[config.mk]
export PLATFORM = sky130hd
export DESIGN_NAME = seq_counter
export DESIGN_NICKNAME = d
export VERILOG_FILES = /design/src/rtl/seq_counter_pkg.sv /design/src/rtl/seq_table.sv /design/src/rtl/seq_counter.sv
export SDC_FILE = /design/constraint.sdc
export NUM_CORES = 1
export LEC_CHECK = 0
export ABC_CLOCK_PERIOD_IN_PS = 4450
export CAP_MARGIN = 10
export CORE_AREA = 10 10 78 80
export CTS_CLUSTER_SIZE = 8
export DETAILED_ROUTE_END_ITERATION = 12
export DIE_AREA = 0 0 88 90
export PLACE_DENSITY = 0.8
export SKIP_LAST_GASP = 1
export SLEW_MARGIN = 10
export SYNTH_ARGS = -nofsm -noshare
export SYNTH_HDL_FRONTEND = slang
export SYNTH_SLANG_ARGS = --single-unit
[constraint.sdc]
create_clock -name clk -period 4.45 [get_ports clk]
set_input_delay 0.6675 -clock clk [delete_from_list [all_inputs] [get_ports clk]]
set_output_delay 0.6675 -clock clk [all_outputs]
set_load 0.05 [all_outputs]
[src/rtl/seq_counter_pkg.sv]
// Shared constants and reset-table helper for the programmable sequence counter.
package seq_counter_pkg;

  localparam int DEF_WIDTH = 3;
  localparam int DEF_DEPTH = 8;

  localparam logic DIR_DOWN = 1'b0;
  localparam logic DIR_UP   = 1'b1;

  // Default table contents: entry i holds i modulo 2^w.
  function automatic int tbl_init(input int i, input int w);
    return i % (1 << w);
  endfunction

endpackage

[src/rtl/seq_table.sv]
// DEPTH x WIDTH sequence table: one write port, one combinational write-through read port.
module seq_table
  import seq_counter_pkg::*;
#(
  parameter int WIDTH = DEF_WIDTH,
  parameter int DEPTH = DEF_DEPTH,
  localparam int IW = $clog2(DEPTH)
) (
  input  logic             clk,
  input  logic             rst,
  input  logic             wr_en,
  input  logic [IW-1:0]    wr_addr,
  input  logic [WIDTH-1:0] wr_data,
  input  logic [IW-1:0]    rd_addr,
  output logic [WIDTH-1:0] rd_data
);

  logic [DEPTH-1:0][WIDTH-1:0] mem;

  // Out-of-range write addresses never match an entry, so they are dropped.
  always_ff @(posedge clk) begin
    for (int i = 0; i < DEPTH; i++) begin
      if (rst)
        mem[i] <= WIDTH'(tbl_init(i, WIDTH));
      else if (wr_en && int'(wr_addr) == i)
        mem[i] <= wr_data;
    end
  end

  // Bypass so a same-cycle write to the read address is visible immediately.
  always_comb begin
    rd_data = mem[rd_addr];
    if (wr_en && wr_addr == rd_addr) rd_data = wr_data;
  end

endmodule

[src/rtl/seq_counter.sv]
// Programmable-sequence counter: walks a writable table with runtime length,
// direction, index load and a wrap pulse aligned to the wrapped output value.
module seq_counter
  import seq_counter_pkg::*;
#(
  parameter int WIDTH = DEF_WIDTH,
  parameter int DEPTH = DEF_DEPTH,
  localparam int IW = $clog2(DEPTH),
  localparam int LW = $clog2(DEPTH + 1)
) (
  input  logic             clk,
  input  logic             rst,
  input  logic             en,
  input  logic             dir_up,
  input  logic             load,
  input  logic [IW-1:0]    load_idx,
  input  logic             wr_en,
  input  logic [IW-1:0]    wr_addr,
  input  logic [WIDTH-1:0] wr_data,
  input  logic             len_we,
  input  logic [LW-1:0]    len_data,
  output logic [WIDTH-1:0] q,
  output logic [IW-1:0]    idx,
  output logic             wrap
);

  logic [LW-1:0]    len, len_n;
  logic [IW-1:0]    idx_n;
  logic             wrap_n;
  logic [WIDTH-1:0] rd_data;

  seq_table #(.WIDTH(WIDTH), .DEPTH(DEPTH)) u_tbl (
    .clk     (clk),
    .rst     (rst),
    .wr_en   (wr_en),
    .wr_addr (wr_addr),
    .wr_data (wr_data),
    .rd_addr (idx_n),
    .rd_data (rd_data)
  );

  always_comb begin
    len_n = len;
    if (len_we && len_data != '0 && int'(len_data) <= DEPTH) len_n = len_data;

    idx_n  = idx;
    wrap_n = 1'b0;
    if (load) begin
      idx_n = (int'(load_idx) < int'(len_n)) ? load_idx : '0;
    end else if (int'(idx) >= int'(len_n)) begin
      // Length shrank below the current position: restart quietly.
      idx_n = '0;
    end else if (en) begin
      if (dir_up == DIR_UP) begin
        if (int'(idx) == int'(len_n) - 1) begin
          idx_n  = '0;
          wrap_n = 1'b1;
        end else begin
          idx_n = idx + 1'b1;
        end
      end else begin
        if (idx == '0) begin
          idx_n  = IW'(int'(len_n) - 1);
          wrap_n = 1'b1;
        end else begin
          idx_n = idx - 1'b1;
        end
      end
    end
  end

  always_ff @(posedge clk) begin
    if (rst) begin
      len  <= LW'(DEPTH);
      idx  <= '0;
      q    <= '0;
      wrap <= 1'b0;
    end else begin
      len  <= len_n;
      idx  <= idx_n;
      q    <= rd_data;
      wrap <= wrap_n;
    end
  end

endmodule

==> results by group, run 1 <==
Status
  • Run status: complete, no violations

Placement
  • HPWL after DPL: 3960 µm
  • Placed Cells: between 300 and 400
  • DP Worst Slack: a little under 0.2 ns
  • Final GP Congestion: approximately 0.86
  • IO Port Bufs: 26

Route
  • Drc violations: 0
  • Drt first pass iters: 4
  • DR vias/cell: 5.97
  • 1st-iter DRT viols: roughly 100
  • Detail Route Antenna Nets: 0
  • Vias: roughly 2.0k
  • Routed len/inst: roughly 16 µm
  • Routed WL: around 5200 µm

Layout
  • Ratio of cells with drive above 1 in the final layout: 0.117
  • Area grow syn2layout: 17.6%
  • # diodes: 0
  • FILL cells: around 400
  • Final nets: approximately 300
  • Fin cells: 328
  • Utilization after layout: 0.578

CTS
  • Clk Latency, worst-skew pair: ~0.28 ns
  • CTS tree: done
  • # Post-CTS Setup Buffers: 0
  • Post-CTS Hold Buffers: 0
  • Worst-case clock buffer depth: 2
  • H-tree Lvls: 2
  • Root buffer cell: clkbuf_8
  • CTS clk-pin slew, worst paths: around 0.060 ns
  • Total CTS buffers: 5
  • Sink Count: 35
  • Cts repair resizes: 0

Yosys
  • Net Count, Synth: 270
  • #FFs+latches synth: 35
  • Synthesized cell area: 2260 µm²
  • Count leader, synth: nor2_1
  • Prevailing post-synth register cell: dfxtp_1
  • Gate Count Post-Synth: 244
  • Synth top cells by count: nor2_1 (39), dfxtp_1 (35), mux2i_1 (22), a211o_1 (12)
  • Distinct cells, synth: between 60 and 70
  • Post-synth EDFFs: 0
  • Sequential area share after synthesis: 0.310
  • Synthesis Warnings: 0
  • Cell taking the most area after synthesis: dfxtp_1
  • Async set-reset flop share out of synthesis: 0
  • Share of the synthesized area in the top cell type: 0.310
  • Syn Area/Cell: about 9 µm²
  • Area contributors post-synth: dfxtp_1 (31%), mux2i_1 (9.7%), nor2_1 (6.5%)

Timing
  • Final setup violating endpoints: 0
  • Final setup margin: roughly 0.47 ns
  • Hold Vio Cnt, Final: 0
  • WHS: 0.464 ns
  • RSZ-0062 raised after global routing: false
  • Min Tclk post-route: 3.98 ns
  • Relative slew slack: 0.601
  • Setup tns final: 0 ns
  • Final critical-path share of the clock period: 0.894
  • Worst-Margin Slew: approximately 0.60 ns
  • Skew final: approximately 0.0024 ns
  • Fin. max-slew vios: 0
  • Max Freq: approximately 250 MHz

Global routing
  • Initial antenna violation count: 0
  • Vias in the first global route: around 1.9k
  • First-pass GRT wire length: between 8000 and 9000 µm
  • GRT Util Overall: 0.133
  • Largest net degree at the start of global routing: 39
  • GRT overflow: 0

Die
  • Die footprint: between 7000 and 8000 µm²
  • Die height: approximately 90 µm
  • Core area: 4600 µm²
  • I/O pin count: 27
  • Initial cell density of the core: 0.491
  • Die W: between 80 and 90 µm
  • Rows: 25

Power
  • Static leakage: 0.00102 µW
  • Pwr dens: about 320 nW/µm²
  • Peak supply drop: 0.262 mV

Critical path
  • Worst EP arrival: 4.15 ns
  • Critical path class: primary input to flop
  • Crit. End Element: flop
  • Startpoint Class: primary input
  • CP bufs+invs: 3
  • CP Cell Sequence: clkdlybuf4s50_1, or4b_4, nand4_4, inv_4, ha_1, a21oi_1, o21ai_1, a21oi_1, nor2_1, nor3b_4, buf_4, a31oi_2, xor2_1, a31oi_1, a32o_1
  • Top cell by count, worst path: a21oi_1
  • CP peak stage delay: a little over 0.6 ns
  • Crit path max fanout: 8
  • Cell family with most CP delay: compound AO/OA/AOI/OAI gates
  • Crit path required time: 4.62 ns
  • Slowest-stage cell, CP: or4b_4

Flow run
  • Maxcap violations: 0

Min path
  • Hold crit path type: flop to flop
-- stage by stage --
step	area (µm²)	power [µW]
2_1_floorplan	2260	566
3_3_place_gp	2580	643
3_5_place_dp	2580	650
4_1_cts	2660	863
5_1_grt	2660	905
6_report	2660	857
-- worst register-to-register path, stage by stage, from the launching register on --
cell	delay (ns)
dfxtp_1	0.36
or4b_4	0.49
nand4_4	0.12
inv_4	0.07
ha_1	0.27
a21oi_1	0.21
o21ai_1	0.11
a21oi_1	0.20
nor2_1	0.10
nor3b_4	0.24
buf_4	0.18
a31oi_2	0.15
xor2_1	0.28
a31oi_1	0.12
a32o_1	0.28
-- cells by family (layout without fill, tap and decap cells) --
kind of cell | after synthesis | after routing | share of synthesized area
simple gates | 93 | 93 | 0.238
compound gates | 65 | 65 | 0.246
flops | 35 | 35 | 0.310
mux | 22 | 22 | 0.0975
buf+inv | 18 | 48 | 0.0415
fa+ha+maj | 6 | 6 | 0.0332
xor+xnor | 5 | 5 | 0.0343
-- power breakdown --
group	switching [µW]	total, µW	leakage, µW	internal (µW)
registers	12.9	344	0.000286	331
logic	171	300	0.000693	129
clock network	103	213	0.0000422	110
total	287	857	0.00102	570
-- registers in the layout, indices dropped and copies added (netlist names) --
signal	flops
idx	3
len	4
q	3
wrap	1
u_tbl.mem	24
-- layout by cell type (no fill, tap or decap), types with 2 or more instances in the layout --
cell,instances
nor2_1,39
dfxtp_1,35
clkdlybuf4s50_1,26
mux2i_1,22
a211o_1,12
inv_1,9
a21oi_1,9
nand2_1,8
nor2b_1,7
ha_1,6
nand2b_1,5
nand3_1,5
clkbuf_8,5
o21ai_1,4
nor3_1,4
a22oi_1,4
nand4b_1,3
o2111ai_1,3
o21ai_0,3
a31oi_1,3
nand4_1,3
buf_4,3
o211ai_1,2
a21oi_2,2
nor3b_1,2
o21a_1,2
and2_1,2
xor2_1,2
a22o_1,2
a221o_1,2
o31ai_2,2
clkbuf_1,2
-- final cells by class --
| class | instances | area (µm²) | share of cell area |
|---|---|---|---|
| Multi-Input combinational cell | 191 | 1470 | 0.551 |
| Sequential cell | 35 | 701 | 0.264 |
| Timing Repair Buffer | 30 | 303 | 0.114 |
| Clock buffer | 7 | 76.3 | 0.0287 |
| Tap cell | 54 | 67.6 | 0.0254 |
| Inverter | 10 | 40.0 | 0.0151 |
| Clock inverter | 1 | 5.00 | 0.00188 |
-- metal layers --
| metal | track usage | part of all wire | vias to the layer above |
|---|---|---|---|
| met1 | 0.172 | 0.45 | 912 |
| met5 | 0 | 0 | - |
| li1 | - | - | 965 |
| met4 | 0.0532 | 0.024 | 0 |
| met2 | 0.203 | 0.45 | 67 |
| met3 | 0.0361 | 0.068 | 13 |
-- path summary, 6_finish.rpt --
path | from | to | slack [ns] | cells past startpoint
setup / recovery | len_data[3] | q[1] | 0.47 | 15
hold / removal | u_tbl.mem[15] | u_tbl.mem[15] | 0.46 | 1
setup reg to reg | len[1] | q[1] | 1.17 | 14
hold reg to reg | u_tbl.mem[15] | u_tbl.mem[15] | 0.46 | 1
(Power assumes the default switching activity.)
==> run 2, diff against run 1 <==
--- a/config.mk
+++ b/config.mk
@@ -7,11 +7,11 @@
 export LEC_CHECK = 0
 export ABC_CLOCK_PERIOD_IN_PS = 4450
 export CAP_MARGIN = 10
-export CORE_AREA = 10 10 78 80
+export CORE_AREA = 10 10 75 77
 export CTS_CLUSTER_SIZE = 8
 export DETAILED_ROUTE_END_ITERATION = 12
-export DIE_AREA = 0 0 88 90
-export PLACE_DENSITY = 0.8
+export DIE_AREA = 0 0 85 87
+export PLACE_DENSITY = 0.77
 export SKIP_LAST_GASP = 1
 export SLEW_MARGIN = 10
 export SYNTH_ARGS = -nofsm -noshare
==> run 2 against run 1 <==
  * Clock skew up 0.0027 ns
  * Largest cell class unchanged
  * Global-route usage up 0.92 points
  * Sequential share of layout area down 0.40 points
  * Combinational power about the same
  * Largest power group unchanged
  * Cell count down 0.30%
  * Core utilization up 5.9 points
  * Highest routed layer unchanged
==> results by group, run 2 (synthesis gave the netlist of run 1 again) <==
Status
  • Run status: complete, no violations

CTS
  • Sink Count: 35
  • # Post-CTS Setup Buffers: 0
  • Post-CTS Hold Buffers: 0
  • CTS clk-pin slew, worst paths: 0.07 ns
  • CTS tree: done
  • Root buffer cell: clkbuf_8
  • H-tree Lvls: 2
  • Total CTS buffers: 5
  • Clk Latency, worst-skew pair: between 0.2 and 0.3 ns
  • Worst-case clock buffer depth: 2
  • Cts repair resizes: 0

Die
  • Rows: 24
  • I/O pin count: 27
  • Die W: roughly 85 µm
  • Core area: 4230 µm²
  • Die footprint: 7400 µm²
  • Die height: 87 µm
  • Initial cell density of the core: 0.534

Route
  • Routed WL: about 5100 µm
  • Drt first pass iters: 4
  • Drc violations: 0
  • Detail Route Antenna Nets: 0
  • Vias: around 1.9k
  • 1st-iter DRT viols: 78
  • DR vias/cell: between 5 and 6
  • Routed len/inst: 15.7 µm

Critical path
  • Reg2Reg Capture Point: q[0]
  • FF-to-FF path depth: 14
  • Crit path max fanout: 8
  • Worst EP arrival: between 4 and 5 ns
  • Crit path required time: roughly 4.6 ns
  • FF-to-FF setup slack: 1.23 ns
  • Startpoint Class: primary input
  • Critical path class: primary input to flop
  • Worst r2r src: len[1]
  • Crit. End Element: flop

Timing
  • Fin. max-slew vios: 0
  • Skew final: slightly above 0.005 ns
  • Final critical-path share of the clock period: 0.878
  • Min Tclk post-route: between 3 and 4 ns
  • Relative slew slack: 0.578
  • Final setup margin: between 0.5 and 0.6 ns
  • Hold Vio Cnt, Final: 0
  • RSZ-0062 raised after global routing: false
  • Max Freq: around 260 MHz
  • Worst-Margin Slew: 0.628 ns
  • Final setup violating endpoints: 0
  • Setup tns final: 0 ns

Power
  • Switching share of power: 0.313
  • Net Sw Power: slightly below 300 µW
  • Logic pwr share: 0.319
  • Peak supply drop: ~0.23 mV
  • Sequential Power Share: 0.368
  • Pwr dens: between 300 and 400 nW/µm²
  • Clk network pwr share: 0.313
  • Int Pwr: around 640 µW
  • Static leakage: 0.00104 µW

Global routing
  • Vias in the first global route: between 1.5k and 2k
  • Largest net degree at the start of global routing: 39
  • First-pass GRT wire length: about 9000 µm
  • GRT Util Overall: 0.143
  • GRT overflow: 0
  • Initial antenna violation count: 0

Layout
  • Reg with most FFs: u_tbl.mem
  • Area grow syn2layout: 19.4%
  • Max reg flops: 24
  • # diodes: 0
  • Fin cells: ~330
  • Ratio of cells with drive above 1 in the final layout: 0.127
  • Final nets: 300
  • Multi-input gate area: roughly 1500 µm²
  • FF/Latch Area: 701 µm²
  • Most common cell after layout, fill and taps aside: nor2_1
  • Biggest regs: u_tbl.mem (24), len (4)
  • Most frequent cells in the layout: nor2_1 (39), dfxtp_1 (35), clkdlybuf4s50_1 (26), mux2i_1 (22), a211o_1 (12)
  • FILL cells: about 350

Placement
  • HPWL after DPL: ~3900 µm
  • Final GP Congestion: approximately 0.9
  • DP Worst Slack: about 0.22 ns
  • Placed Cells: 319
  • IO Port Bufs: 26

Flow run
  • Maxcap violations: 0

Min path
  • Hold Path Origin: u_tbl.mem[15]
  • Hold EP: u_tbl.mem[15]
  • Hold Path Depth: 1
  • Hold crit path type: flop to flop
## run 2: changes by cell type in the layout (fill, tap and decap cells not counted)
cell / before / now
clkbuf_1: 2 / 0
buf_4: 3 / 4
bufinv_16: 0 / 1
clkbuf_8: 5 / 6
## run 2: stage by stage
| stage | utilization | instance area [µm²] | total power [µW] | hold WS, ns |
|---|---|---|---|---|
| after CTS | 0.637 | 2700 | 942 | 0.465 |
| after floorplan | - | 2260 | 566 | 0.435 |
| final | 0.637 | 2700 | 934 | 0.463 |
| after detailed placement | 0.610 | 2580 | 649 | 0.448 |
| after global placement | 0.610 | 2580 | 646 | 0.442 |
| after global routing | 0.637 | 2700 | 984 | 0.475 |
## run 2: layout make-up
cell class                      instances  share of cell area
Clock buffer                            6              0.0306
Clock inverter                          2              0.0130
Inverter                               10              0.0148
Multi-Input combinational cell        191               0.543
Sequential cell                        35               0.260
Tap cell                               52              0.0241
Timing Repair Buffer                   31               0.115
## run 2: power groups by stage
stage | Sequential [µW] | Combinational [µW] | Clock, µW
2_1_floorplan | 377 | 188 | 0
3_3_place_gp | 351 | 296 | 0
3_5_place_dp | 351 | 298 | 0
4_1_cts | 343 | 299 | 300
5_1_grt | 346 | 325 | 313
6_report | 343 | 298 | 292
## run 2: critical path, stage by stage
cell and delay (ns):
clkdlybuf4s50_1 0.54, or4b_4 0.58, nand4_4 0.11, inv_4 0.07
ha_1 0.27, a21oi_1 0.20, o21ai_1 0.10, a21oi_1 0.19
nor2_1 0.10, nor3b_4 0.24, buf_4 0.18, a31oi_2 0.15
xor2_1 0.29, and3_1 0.29, o31ai_2 0.09
## run 2: metal layers
metal | up-vias | GRT usage | wire (µm)
li1 | 970 | - | -
met1 | 886 | 0.175 | 2420
met2 | 40 | 0.232 | 2400
met3 | 7 | 0.0346 | 222
met4 | 0 | 0.0614 | 92
met5 | - | 0 | 0
## run 2: how the worst max path moves through the flow
stage / cells past startpoint / startpoint / to
6_report: 15 / len_data[2] / q[0]
3_3_place_gp: 15 / len_data[3] / q[2]
5_1_grt: 15 / len_data[2] / q[0]
3_5_place_dp: 15 / len_data[2] / q[2]
4_1_cts: 15 / len_data[2] / q[2]
2_1_floorplan: 16 / len_data[2] / q[0]
